`src/rtl/serv_uart_rx.sv`:
```
// 8N1 UART receiver with a byte FIFO, readable as a Wishbone slave (DATA at 0x0, STATUS at 0x4).
// Define SERV_UART_RX_IRQ_EN to add the registered irq_o output.
module serv_uart_rx #(
    parameter int CLK_DIV    = 104,
    parameter int FIFO_DEPTH = 8
) (
    input  logic        wb_clk_i,
    input  logic        wb_rst_ni,
    input  logic        rx_i,
    input  logic        wbs_cyc_i,
    input  logic        wbs_stb_i,
    input  logic        wbs_we_i,
    input  logic [31:0] wbs_adr_i,
    input  logic [31:0] wbs_dat_i,
    input  logic [3:0]  wbs_sel_i,
    output logic        wbs_ack_o,
    output logic [31:0] wbs_dat_o
`ifdef SERV_UART_RX_IRQ_EN
    ,
    output logic        irq_o
`endif
);

    localparam int              AW       = $clog2(FIFO_DEPTH);
    localparam int              CW       = AW + 1;
    localparam logic [15:0]     DIV_HALF = 16'(CLK_DIV / 2 - 1);
    localparam logic [15:0]     DIV_FULL = 16'(CLK_DIV - 1);
    localparam logic [CW-1:0]   DEPTH_C  = CW'(FIFO_DEPTH);

    typedef enum logic [2:0] {S_IDLE, S_START, S_DATA, S_STOP, S_WAITHI} rx_state_e;

    rx_state_e   state_q, state_d;
    logic [15:0] div_q, div_d;
    logic [2:0]  bit_q, bit_d;
    logic [7:0]  shift_q, shift_d;
    logic        rx_meta, rxs;
    logic        expired, push, ferr_set;

    logic [7:0]    mem [FIFO_DEPTH];
    logic [AW-1:0] wr_ptr, rd_ptr;
    logic [CW-1:0] count_q;
    logic          overrun_q, frame_err_q;
    logic          empty, full, req, pop, push_ok, clr;
    logic [1:0]    cnt_sat;
    logic [31:0]   status, rd_data;

    logic unused;
    assign unused = ^{wbs_sel_i, wbs_adr_i[31:3], wbs_adr_i[1:0], wbs_dat_i[31:6], wbs_dat_i[3:0]};

    always_ff @(posedge wb_clk_i or negedge wb_rst_ni) begin
        if (!wb_rst_ni) begin
            rx_meta <= 1'b1;
            rxs     <= 1'b1;
        end else begin
            rx_meta <= rx_i;
            rxs     <= rx_meta;
        end
    end

    assign expired = (div_q == 16'd0);

    always_ff @(posedge wb_clk_i or negedge wb_rst_ni) begin
        if (!wb_rst_ni) begin
            state_q <= S_IDLE;
            div_q   <= '0;
            bit_q   <= '0;
            shift_q <= '0;
        end else begin
            state_q <= state_d;
            div_q   <= div_d;
            bit_q   <= bit_d;
            shift_q <= shift_d;
        end
    end

    always_comb begin
        state_d  = state_q;
        div_d    = div_q;
        bit_d    = bit_q;
        shift_d  = shift_q;
        push     = 1'b0;
        ferr_set = 1'b0;
        if ((state_q inside {S_START, S_DATA, S_STOP}) && !expired)
            div_d = div_q - 16'd1;
        case (state_q)
            S_IDLE:
                if (!rxs) begin
                    div_d   = DIV_HALF;
                    state_d = S_START;
                end
            S_START:
                if (expired) begin
                    if (rxs) begin
                        state_d = S_IDLE;
                    end else begin
                        div_d   = DIV_FULL;
                        bit_d   = 3'd0;
                        state_d = S_DATA;
                    end
                end
            S_DATA:
                if (expired) begin
                    shift_d = {rxs, shift_q[7:1]};
                    div_d   = DIV_FULL;
                    bit_d   = bit_q + 3'd1;
                    if (bit_q == 3'd7) state_d = S_STOP;
                end
            S_STOP:
                if (expired) begin
                    // A low stop bit may be a break; park in WAITHI so it cannot re-trigger.
                    if (rxs) begin
                        push    = 1'b1;
                        state_d = S_IDLE;
                    end else begin
                        ferr_set = 1'b1;
                        state_d  = S_WAITHI;
                    end
                end
            S_WAITHI:
                if (rxs) state_d = S_IDLE;
            default: state_d = S_IDLE;
        endcase
    end

    assign empty   = (count_q == '0);
    assign full    = (count_q == DEPTH_C);
    assign req     = wbs_cyc_i & wbs_stb_i & ~wbs_ack_o;
    assign pop     = req & ~wbs_we_i & ~wbs_adr_i[2] & ~empty;
    // A pop in the same cycle frees the slot, so a push into a full FIFO still lands.
    assign push_ok = push & (~full | pop);
    assign clr     = req & wbs_we_i & wbs_adr_i[2];
    assign cnt_sat = (count_q > CW'(3)) ? 2'd3 : count_q[1:0];
    assign status  = {26'd0, frame_err_q, overrun_q, full, empty, cnt_sat};
    assign rd_data = wbs_adr_i[2] ? status :
                     (empty ? 32'd0 : {23'd0, 1'b1, mem[rd_ptr]});

    always_ff @(posedge wb_clk_i) begin
        if (push_ok) mem[wr_ptr] <= shift_q;
    end

    always_ff @(posedge wb_clk_i or negedge wb_rst_ni) begin
        if (!wb_rst_ni) begin
            wr_ptr      <= '0;
            rd_ptr      <= '0;
            count_q     <= '0;
            overrun_q   <= 1'b0;
            frame_err_q <= 1'b0;
            wbs_ack_o   <= 1'b0;
            wbs_dat_o   <= '0;
        end else begin
            if (push_ok) wr_ptr <= wr_ptr + AW'(1);
            if (pop)     rd_ptr <= rd_ptr + AW'(1);
            if (push_ok && !pop)      count_q <= count_q + CW'(1);
            else if (!push_ok && pop) count_q <= count_q - CW'(1);
            overrun_q   <= (push & full & ~pop) | (overrun_q & ~(clr & wbs_dat_i[4]));
            frame_err_q <= ferr_set | (frame_err_q & ~(clr & wbs_dat_i[5]));
            wbs_ack_o   <= req;
            wbs_dat_o   <= (req & ~wbs_we_i) ? rd_data : 32'd0;
        end
    end

`ifdef SERV_UART_RX_IRQ_EN
    always_ff @(posedge wb_clk_i or negedge wb_rst_ni) begin
        if (!wb_rst_ni) irq_o <= 1'b0;
        else            irq_o <= ~empty | overrun_q | frame_err_q;
    end
`endif

endmodule

```
`config.mk`:
```
export PLATFORM = sky130hd
export DESIGN_NAME = serv_uart_rx
export DESIGN_NICKNAME = d
export VERILOG_FILES = /design/src/rtl/serv_uart_rx.sv
export SDC_FILE = /design/constraint.sdc
export NUM_CORES = 1
export LEC_CHECK = 0
export CORE_MARGIN = 1
export CORE_UTILIZATION = 50
export DETAILED_ROUTE_END_ITERATION = 10
export PLACE_DENSITY = 0.78
export SLEW_MARGIN = 20
export SYNTH_ARGS = -nofsm -noshare
export SYNTH_HDL_FRONTEND = slang
export SYNTH_SLANG_ARGS = --single-unit
```
`constraint.sdc`:
```
create_clock -name wb_clk_i -period 6.2 [get_ports wb_clk_i]
set_input_delay 1.24 -clock wb_clk_i [delete_from_list [all_inputs] [get_ports wb_clk_i]]
set_output_delay 1.24 -clock wb_clk_i [all_outputs]
set_load 0.02 [all_outputs]
```
# == Word level (Yosys, flattened, before mapping) ==
# Memories as Yosys holds them, arrays and structs flattened.
# Cells that the tools add are included.
# totals
register_bits,54
ramBits,64
inputBits,74
out_inout_bits,33
elab_cells,107
memories,1
# classes
add_sub_neg,6
order_cmp,1
n_eq_ne,13
n_mux,33
bitwise_logic,25
n_reduce_logical,15
# mem_list
name,words,width,read_ports,rd_clocked_by_memory_dff,wr,line_no,rtl
mem,8,8,1,0,1,39,logic [7:0] mem [FIFO_DEPTH];
# op_table
op,n
16-bit 2-to-1 mux,5
16-bit case mux with 3 select lines,1
3-bit 2-to-1 mux,10
9-bit 2-to-1 mux,3
16-bit zero test,1
"16-bit by 1-bit subtractor with 16-bit output, second input constant",1
3-bit case mux with 5 select lines,1
1-bit bitwise AND,14
"2-bit inequality test, second input constant",6
"3-bit by 1-bit adder with 3-bit output, second input constant",3
1-bit 2-to-1 mux,8
4-bit 2-to-1 mux,2
1-bit inverter,8
"3-bit by 2-bit equality test with 1-bit output, second input constant",2
"3-bit equality test, second input constant",2
3-bit case mux with 2 select lines,1
6-bit AND reduction,1
"4-bit by 1-bit adder with 4-bit output, second input constant",1
"4-bit equality test, second input constant",1
"4-bit by 2-bit greater-than comparator with 1-bit output, second input constant",1
4-bit zero test,1
2-bit 2-to-1 mux,2
4-bit AND reduction,1
2-bit nonzero test,2
other kinds (9),15

# == Logic depth before layout (Yosys ltp) ==
# Gate-level depths: netlist (run 1).
# depth
ltp_word,11
ltp_mapped,14
depth_no_buf,13

# == Least setup slack after synthesis (run 1) ==
# OpenSTA, ideal clock, no wires.
# synth_timing
path_type,input port to flip-flop
start,in wbs_we_i
end,mem mem[4][0] (enable)
setup_time_ns,0.398
t_arrival_ns,2.959
required_time_ns,5.802
path_slack_ns,2.843
path_stages,5
n_path_buf,1
cell_sequence,nand4bb_1 > o211ai_1 > nand4_1 > buf_2 > nor4b_1
# synth_between
elab_chain_cells,8
# synth_lines
item,line_no,rtl
"start, declared",12,"input logic wbs_we_i,"
1-bit inverter,128,assign pop = req & ~wbs_we_i & ~wbs_adr_i[2] & ~empty;
1-bit bitwise AND (3 in series),128,
1-bit bitwise OR,130,assign push_ok = push & (~full | pop);
1-bit bitwise AND,130,
1-bit 2-to-1 mux,138,if (push_ok) mem[wr_ptr] <= shift_q;
1-bit 2-to-1 mux (not written as such),138,
"end, declared",39,
# Every way passes these cells.

# == Worst setup path after layout (run 1) ==
# layout_timing
start,in wbs_we_i
end,reg count_q[3]
# layout_between
elab_chain_cells,9
word_cells_on_any_way,12
cone_classes,mux: 1; bitwise: 6; reduce/logical: 5
# layout_lines
item,line_no,rtl
1-bit inverter *,128,
1-bit bitwise AND * (3 in series),128,
1-bit bitwise OR *,130,
1-bit bitwise AND *,130,
named net push_ok,43,"logic empty, full, req, pop, push_ok, clr;"
1-bit zero test,154,else if (!push_ok && pop) count_q <= count_q - CW'(1);
1-bit logical AND,154,
2-bit nonzero test (no line),-,
"end signal, assigned",153,if (push_ok && !pop) count_q <= count_q + CW'(1);
"end signal, assigned",154,
"end, declared",41,logic [CW-1:0] count_q;
# Mark *: on every way through the listed nets, which the timed path passes. The rest lies on a longest branch.
# A chain may end at the register's enable or synchronous reset.

==> summary.md, run 1 <==
| Metric | Value |
|---|---|
| Synth cell types | between 50 and 60 |
| Die Span Y | around 100 um |
| Port Buf Inserts | 18 |
| CP max-delay cell | nand4_1 |
| Largest net degree at the start of global routing | 55 |
| Initial antenna violation count | 0 |
| Period utilization | 0.621 |
| Rows | 37 |
| Crit. End Element | flop |
| Sequential-to-total area share from yosys stat | 0.619 |
| Critical path type | input port to flop |
| Ys async rst share | 0.458 |
| FF/Latch Area | ~3300 sq um |
| CTS Sinks | roughly 120 |
| Detail Route Antenna Nets | 0 |
| PwrDens | 329 nW/um^2 |
| Post-synth EDFFs | 64 |
| Initial core utilization | 0.515 |
| Initial DRC Count | approximately 170 |
| CTS buffer count | 17 |
| FMAX | roughly 260 MHz |
| Worst stage delay on the critical path | about 0.47 ns |
| Status | finished clean |
| Root Driver | clkbuf_8 |
| Avg Synthesized Cell Area | approximately 14 sq um |
| Max cap viols | 0 |
| Core region area | about 10000 sq um |
| Crit-path cells | clkdlybuf4s50_1, nand4bb_1, o211ai_1, nand4_1, inv_1, ha_1, inv_1, ha_1, a21o_1, a21oi_1, mux2i_1, xnor2_1 |
| Pin slew with the least headroom to its limit | just under 1 ns |
| Clock skew | between 0.008 and 0.009 ns |
| Routed len/inst | between 15 and 20 um |
| Unrepaired setup endpoints after global routing | no |
| Hold Path Class | flop to flop |
| Worst setup SP type | input port |
| Most common cell after layout, fill and taps aside | edfxtp_1 |
| Min cycle time layout | 3.85 ns |
| Postcts setup bufs | 0 |
| Die area | approximately 11000 sq um |
| Total negative slack | 0 ns |
| Vias per cell | roughly 5.8 |
| Pre-CTS setup slack | around 1.8 ns |
| Relative slew slack | 0.345 |
| Mapped Cells | between 300 and 400 |
| Buffers and inverters on the worst path | 3 |
| Number of register bits inferred by synthesis | about 120 |
| Via count | 3202 |
| First-pass GRT wire length | 16.4 mm |
| Data arrival, critical path | roughly 4.3 ns |
| Total Wirelength | between 9 and 10 mm |
| Clock-pin slew on the worst setup and hold paths | around 0.060 ns |
| CP max FO | 11 |
| Post-route setup slack | approximately 2.3 ns |
| Resized Gates After CTS | 0 |
| Final Max Tran Viols | 0 |
| Leakage | ~2.6 nW |
| Placed inst area | 5560 sq um |
| Layout area overhead | 15.6% |
| IO Count | between 100 and 150 |
| Global placement routability congestion | about 0.8 |
| Max clock buf depth | 2 |
| Crit path max-delay family | buffers and inverters |
| Area of the multi-input gates | 1810 sq um |
| Worst Path Required | approximately 6.6 ns |
| GR Overflow Total | 0 |
| Ys Warns | 0 |
| Die Width | roughly 100 um |
| Dpl hpwl | ~6.3 mm |
| Htree depth | 4 |
| Share of post-route cells with drive strength above 1 | 0.214 |
| Tot GR Track Use | 0.199 |
| Fin area | 6110 sq um |
| Dominant synthesized flop cell | edfxtp_1 |
| Vias in the first global route | 3243 |
| Pre-Repair DR Iteration Count | 6 |
| Post-Synthesis Cell Area | roughly 5300 sq um |
| CTS tree | yes |
| Final hold vios | 0 |
| Peak VDD IR | 160 uV |
| R2R Setup Slk | 2.69 ns |
| Filler instances | 750 |
| # diodes | 0 |
| Final setup viols | 0 |
| Most frequent cells in the layout | edfxtp_1 (64), dfrtp_1 (51), conb_1 (23), clkdlybuf4s50_1 (17) |
| Drt drc | 0 |
| Clk Latency, worst-skew pair | about 0.51 ns |
| # nets final | ~490 |
| # hold bufs at CTS | 0 |
where the power goes:
group          total, mW  switching (mW)  internal, mW
combinational      0.160          0.0622        0.0979
sequential         0.950           0.102         0.847
clock              0.902           0.363         0.539
total               2.01           0.528          1.48
cell type report:
cell class,count,area share
repair buffers,29,0.0422
flip-flops and latches,118,0.536
clock buffers,17,0.0677
inverters,10,0.00614
clock inverters,15,0.0235
well taps,136,0.0278
multi-input cells,226,0.297
sequential cells by signal, indices dropped and copies added (netlist names):
signal	cells
bit_q	3
rxs	1
rd_ptr	3
frame_err_q	1
div_q	16
wr_ptr	3
count_q	4
wbs_ack_o	1
rx_meta	1
state_q	3
mem	64
shift_q	8
wbs_dat_o	9
overrun_q	1
path summary, 6_finish.rpt:
kind,from,endpoint,cells after the start
worst min register to register,rx_meta,rxs,0
worst max-delay path,wbs_we_i,count_q[3],12
worst min-delay path,rx_meta,rxs,0
min in group asynchronous,wb_rst_ni,shift_q[6],2
max in group asynchronous,wb_rst_ni,rd_ptr[0],2
worst max register to register,div_q[2],count_q[3],11
layer usage:
layer | track usage | up-vias | routed length [um]
met5 | 0 | - | 0
met4 | 0.0956 | 0 | 125
met3 | 0.0430 | 12 | 537
met2 | 0.334 | 110 | 5100
met1 | 0.245 | 1616 | 4120
li1 | - | 1464 | -
cells in the mapped netlist (all sizes together) (3+ instances only):
cell type / n / area, sq um
or2: 3 / 18.8
dfrtp: 52 / 1300
or4: 13 / 101
nor2: 9 / 33.8
a21oi: 4 / 20.0
mux4: 16 / 360
ha: 9 / 113
or3: 7 / 43.8
nand2: 11 / 41.3
o31ai: 10 / 75.1
mux2: 11 / 124
nand2b: 3 / 18.8
clkbuf: 13 / 48.8
nand4: 3 / 18.8
nor3: 12 / 65.1
o21ai: 13 / 65.1
mux2i: 8 / 80.1
o211ai: 5 / 37.5
a21bo: 3 / 30.0
a22oi: 9 / 67.6
inv: 10 / 37.5
nand3: 11 / 55.1
edfxtp: 64 / 1920
nor4: 8 / 56.3
nor2b: 3 / 18.8
xnor2: 7 / 61.3
buf: 27 / 195
cells by family after synthesis:
group                    synth area share
XOR/XNOR                           0.0116
adder cells (fa/ha/maj)            0.0251
AO/OA/AOI/OAI                      0.0785
flip-flops                          0.619
multiplexers                        0.107
other                            0.000709
buffers and inverters              0.0532
AND/OR/NAND/NOR                     0.105
metrics by stage:
step	hold slack (ns)	cells	total power, mW	util
finish	0.355	551	2.01	0.595
global route	0.363	551	2.09	0.595
CTS	0.355	551	2.03	0.595
detailed placement	0.347	519	1.12	0.541
global placement	0.347	519	1.11	0.541
floorplan	0.345	394	1.08	-
worst register-to-register path: cells and delay by family (launching register included):
kind | cells | cell delay (ns)
and+or+nand+nor | 3 | 1.48
adders and majority gates | 2 | 0.46
DFF | 1 | 0.44
AOI/OAI and AO/OA | 2 | 0.35
buffers and inverters | 2 | 0.30
muxes | 1 | 0.27
xor gates and xnor gates | 1 | 0.14
Power figures use the tool's default switching activity.
==> inputs of run 2 (changes only) <==
CORE_UTILIZATION = 46   (was 50)
PLACE_DENSITY = 0.76   (was 0.78)
clock period = 3.5 ns   (was 6.2 ns; I/O delays follow)
==> summary.md, run 2 (synthesized netlist as in run 1, its figures left out) <==
| Metric | Value |
|---|---|
| Hold wc startpoint | rx_meta |
| Worst reg2reg path endpoint | count_q[3] |
| Filler instances | 821 |
| R2R Setup Slk | about 0.38 ns |
| Min cycle time layout | between 3 and 4 ns |
| Most frequent cells in the layout | edfxtp_1 (64), dfrtp_1 (52), conb_1 (23), clkbuf_16 (17), clkdlybuf4s50_1 (17) |
| Max clock buf depth | 2 |
| Worst setup path start | wbs_we_i |
| Total Wirelength | ~11 mm |
| Clk Latency, worst-skew pair | between 0.4 and 0.5 ns |
| Top flop regs | mem x64, div_q x16, wbs_dat_o x9 |
| Unrepaired setup endpoints after global routing | no |
| # diodes | 0 |
| # hold bufs at CTS | 0 |
| Hold Path Class | flop to flop |
| Reg2reg start | div_q[11] |
| Share of total power in combinational logic | 0.088 |
| FMAX | 319 MHz |
| Worst setup SP type | input port |
| Largest net degree at the start of global routing | 34 |
| Initial DRC Count | about 330 |
| Leakage | 2.68 nW |
| Pin slew with the least headroom to its limit | just under 0.9 ns |
| Postcts setup bufs | 0 |
| Tot GR Track Use | 0.197 |
| Worst Path Required | approximately 3.8 ns |
| Final hold vios | 0 |
| Cell count of the worst reg-to-reg path | 11 |
| Final Max Tran Viols | 0 |
| Max cap viols | 0 |
| Via count | ~3300 |
| Relative slew slack | 0.418 |
| Layout area overhead | 17.6% |
| NetSw | about 900 uW |
| First-pass GRT wire length | about 17 mm |
| Clock-pin slew on the worst setup and hold paths | 0.05 ns |
| Port Buf Inserts | 18 |
| Vias per cell | 5.85 |
| Die Span Y | roughly 110 um |
| Top reg by flops | mem |
| Vias in the first global route | 3290 |
| PwrDens | between 600 and 700 nW/um^2 |
| Most common cell after layout, fill and taps aside | edfxtp_1 |
| Die Width | between 100 and 150 um |
| Routed len/inst | ~19 um |
| Root Driver | clkbuf_16 |
| Crit. End Element | flop |
| Initial core utilization | 0.479 |
| Crit path to | count_q[3] |
| Final setup viols | 0 |
| CP max FO | 4 |
| Switching Fraction | 0.239 |
| Placed inst area | ~5600 sq um |
| Critical path type | input port to flop |
| Data arrival, critical path | between 3 and 4 ns |
| Initial antenna violation count | 0 |
| Share of post-route cells with drive strength above 1 | 0.219 |
| Fin area | 6220 sq um |
| Rows | 38 |
| CTS Sinks | between 100 and 150 |
| CTS tree | yes |
| Clock skew | ~0.012 ns |
| P_int | approximately 2.9 mW |
| Pre-Repair DR Iteration Count | 8 |
| Core region area | approximately 11000 sq um |
| Period utilization | 0.894 |
| Max FFs per register | 64 |
| Status | finished clean |
| Peak VDD IR | ~430 uV |
| Die area | about 12000 sq um |
| Clock share of power | 0.472 |
| Htree depth | 4 |
| Non-Filler Instances | 560 |
| Global placement routability congestion | 0.786 |
| Detail Route Antenna Nets | 0 |
| CTS buffer count | 17 |
| Dpl hpwl | approximately 6.3 mm |
| IO Count | between 100 and 150 |
| Drt drc | 0 |
| Inst Count DP | approximately 530 |
| Resized Gates After CTS | 0 |
| # nets final | roughly 490 |
| Total negative slack | 0 ns |
| GR Overflow Total | 0 |
| Reg power frac | 0.440 |
-- run 2: cell types whose count changed in the layout (fill, tap and decap cells not counted) --
| cell | before | now |
|---|---|---|
| buf_4 | 11 | 16 |
| bufinv_16 | 1 | 3 |
| clkbuf_1 | 0 | 1 |
| clkbuf_16 | 16 | 17 |
| clkbuf_8 | 1 | 3 |
| clkinv_4 | 5 | 3 |
| clkinvlp_4 | 1 | 3 |
| dfrtp_1 | 51 | 52 |
| dfrtp_2 | 1 | 0 |
| inv_6 | 6 | 0 |
-- run 2: area by class of cell --
cell class	count	area, sq um	area share
Inverter	10	37.5	0.00604
Tap cell	140	175	0.0282
Timing Repair Buffer	34	295	0.0475
Multi-Input combinational cell	226	1810	0.292
Clock buffer	21	470	0.0757
Clock inverter	11	149	0.0239
Sequential cell	118	3280	0.527
-- run 2: worst min-delay path by stage --
stage / end / slack (ns) / cells past startpoint
finish: rxs / 0.36 / 0
global route: rxs / 0.36 / 0
CTS: rxs / 0.36 / 0
detailed placement: rxs / 0.35 / 0
global placement: rxs / 0.35 / 0
floorplan: rxs / 0.35 / 0
-- run 2: power groups by stage --
stage	registers (mW)	clock network (mW)	logic, mW
floorplan	1.57	0	0.341
detailed placement	1.68	0	0.335
global route	1.67	1.86	0.361
CTS	1.65	1.80	0.338
global placement	1.67	0	0.322
finish	1.65	1.78	0.332
-- run 2: critical path: stages --
cell	delay, ns
clkdlybuf4s50_1	0.45
nand4bb_1	0.28
o211ai_1	0.38
nand4_1	0.22
inv_1	0.15
ha_1	0.18
inv_1	0.10
ha_1	0.28
a21o_1	0.17
a21oi_1	0.17
mux2i_1	0.25
xnor2_1	0.13
-- run 2: per-layer routing --
| metal | part of all wire | track usage | vias to the layer above |
|---|---|---|---|
| met1 | 0.43 | 0.244 | 1664 |
| met4 | 0.014 | 0.0752 | 0 |
| met5 | 0 | 0 | - |
| li1 | - | - | 1472 |
| met2 | 0.50 | 0.324 | 127 |
| met3 | 0.057 | 0.0592 | 15 |
-- run 2: per-stage QoR --
stage | worst slack, ns | hold slack, ns | power, mW | util
finish | 0.370 | 0.356 | 3.76 | 0.564
detailed placement | 0.0258 | 0.349 | 2.01 | 0.507
global route | 0.206 | 0.359 | 3.89 | 0.564
global placement | 0.116 | 0.347 | 2.00 | 0.507
floorplan | 0.540 | 0.345 | 1.92 | -
CTS | 0.384 | 0.356 | 3.79 | 0.564
==> inputs of run 3 (changes only) <==
SETUP_SLACK_MARGIN = 0.2   (was default)
==> results of run 3 <==
Same layout as run 2: the final DEF is identical, and so are final timing and power.
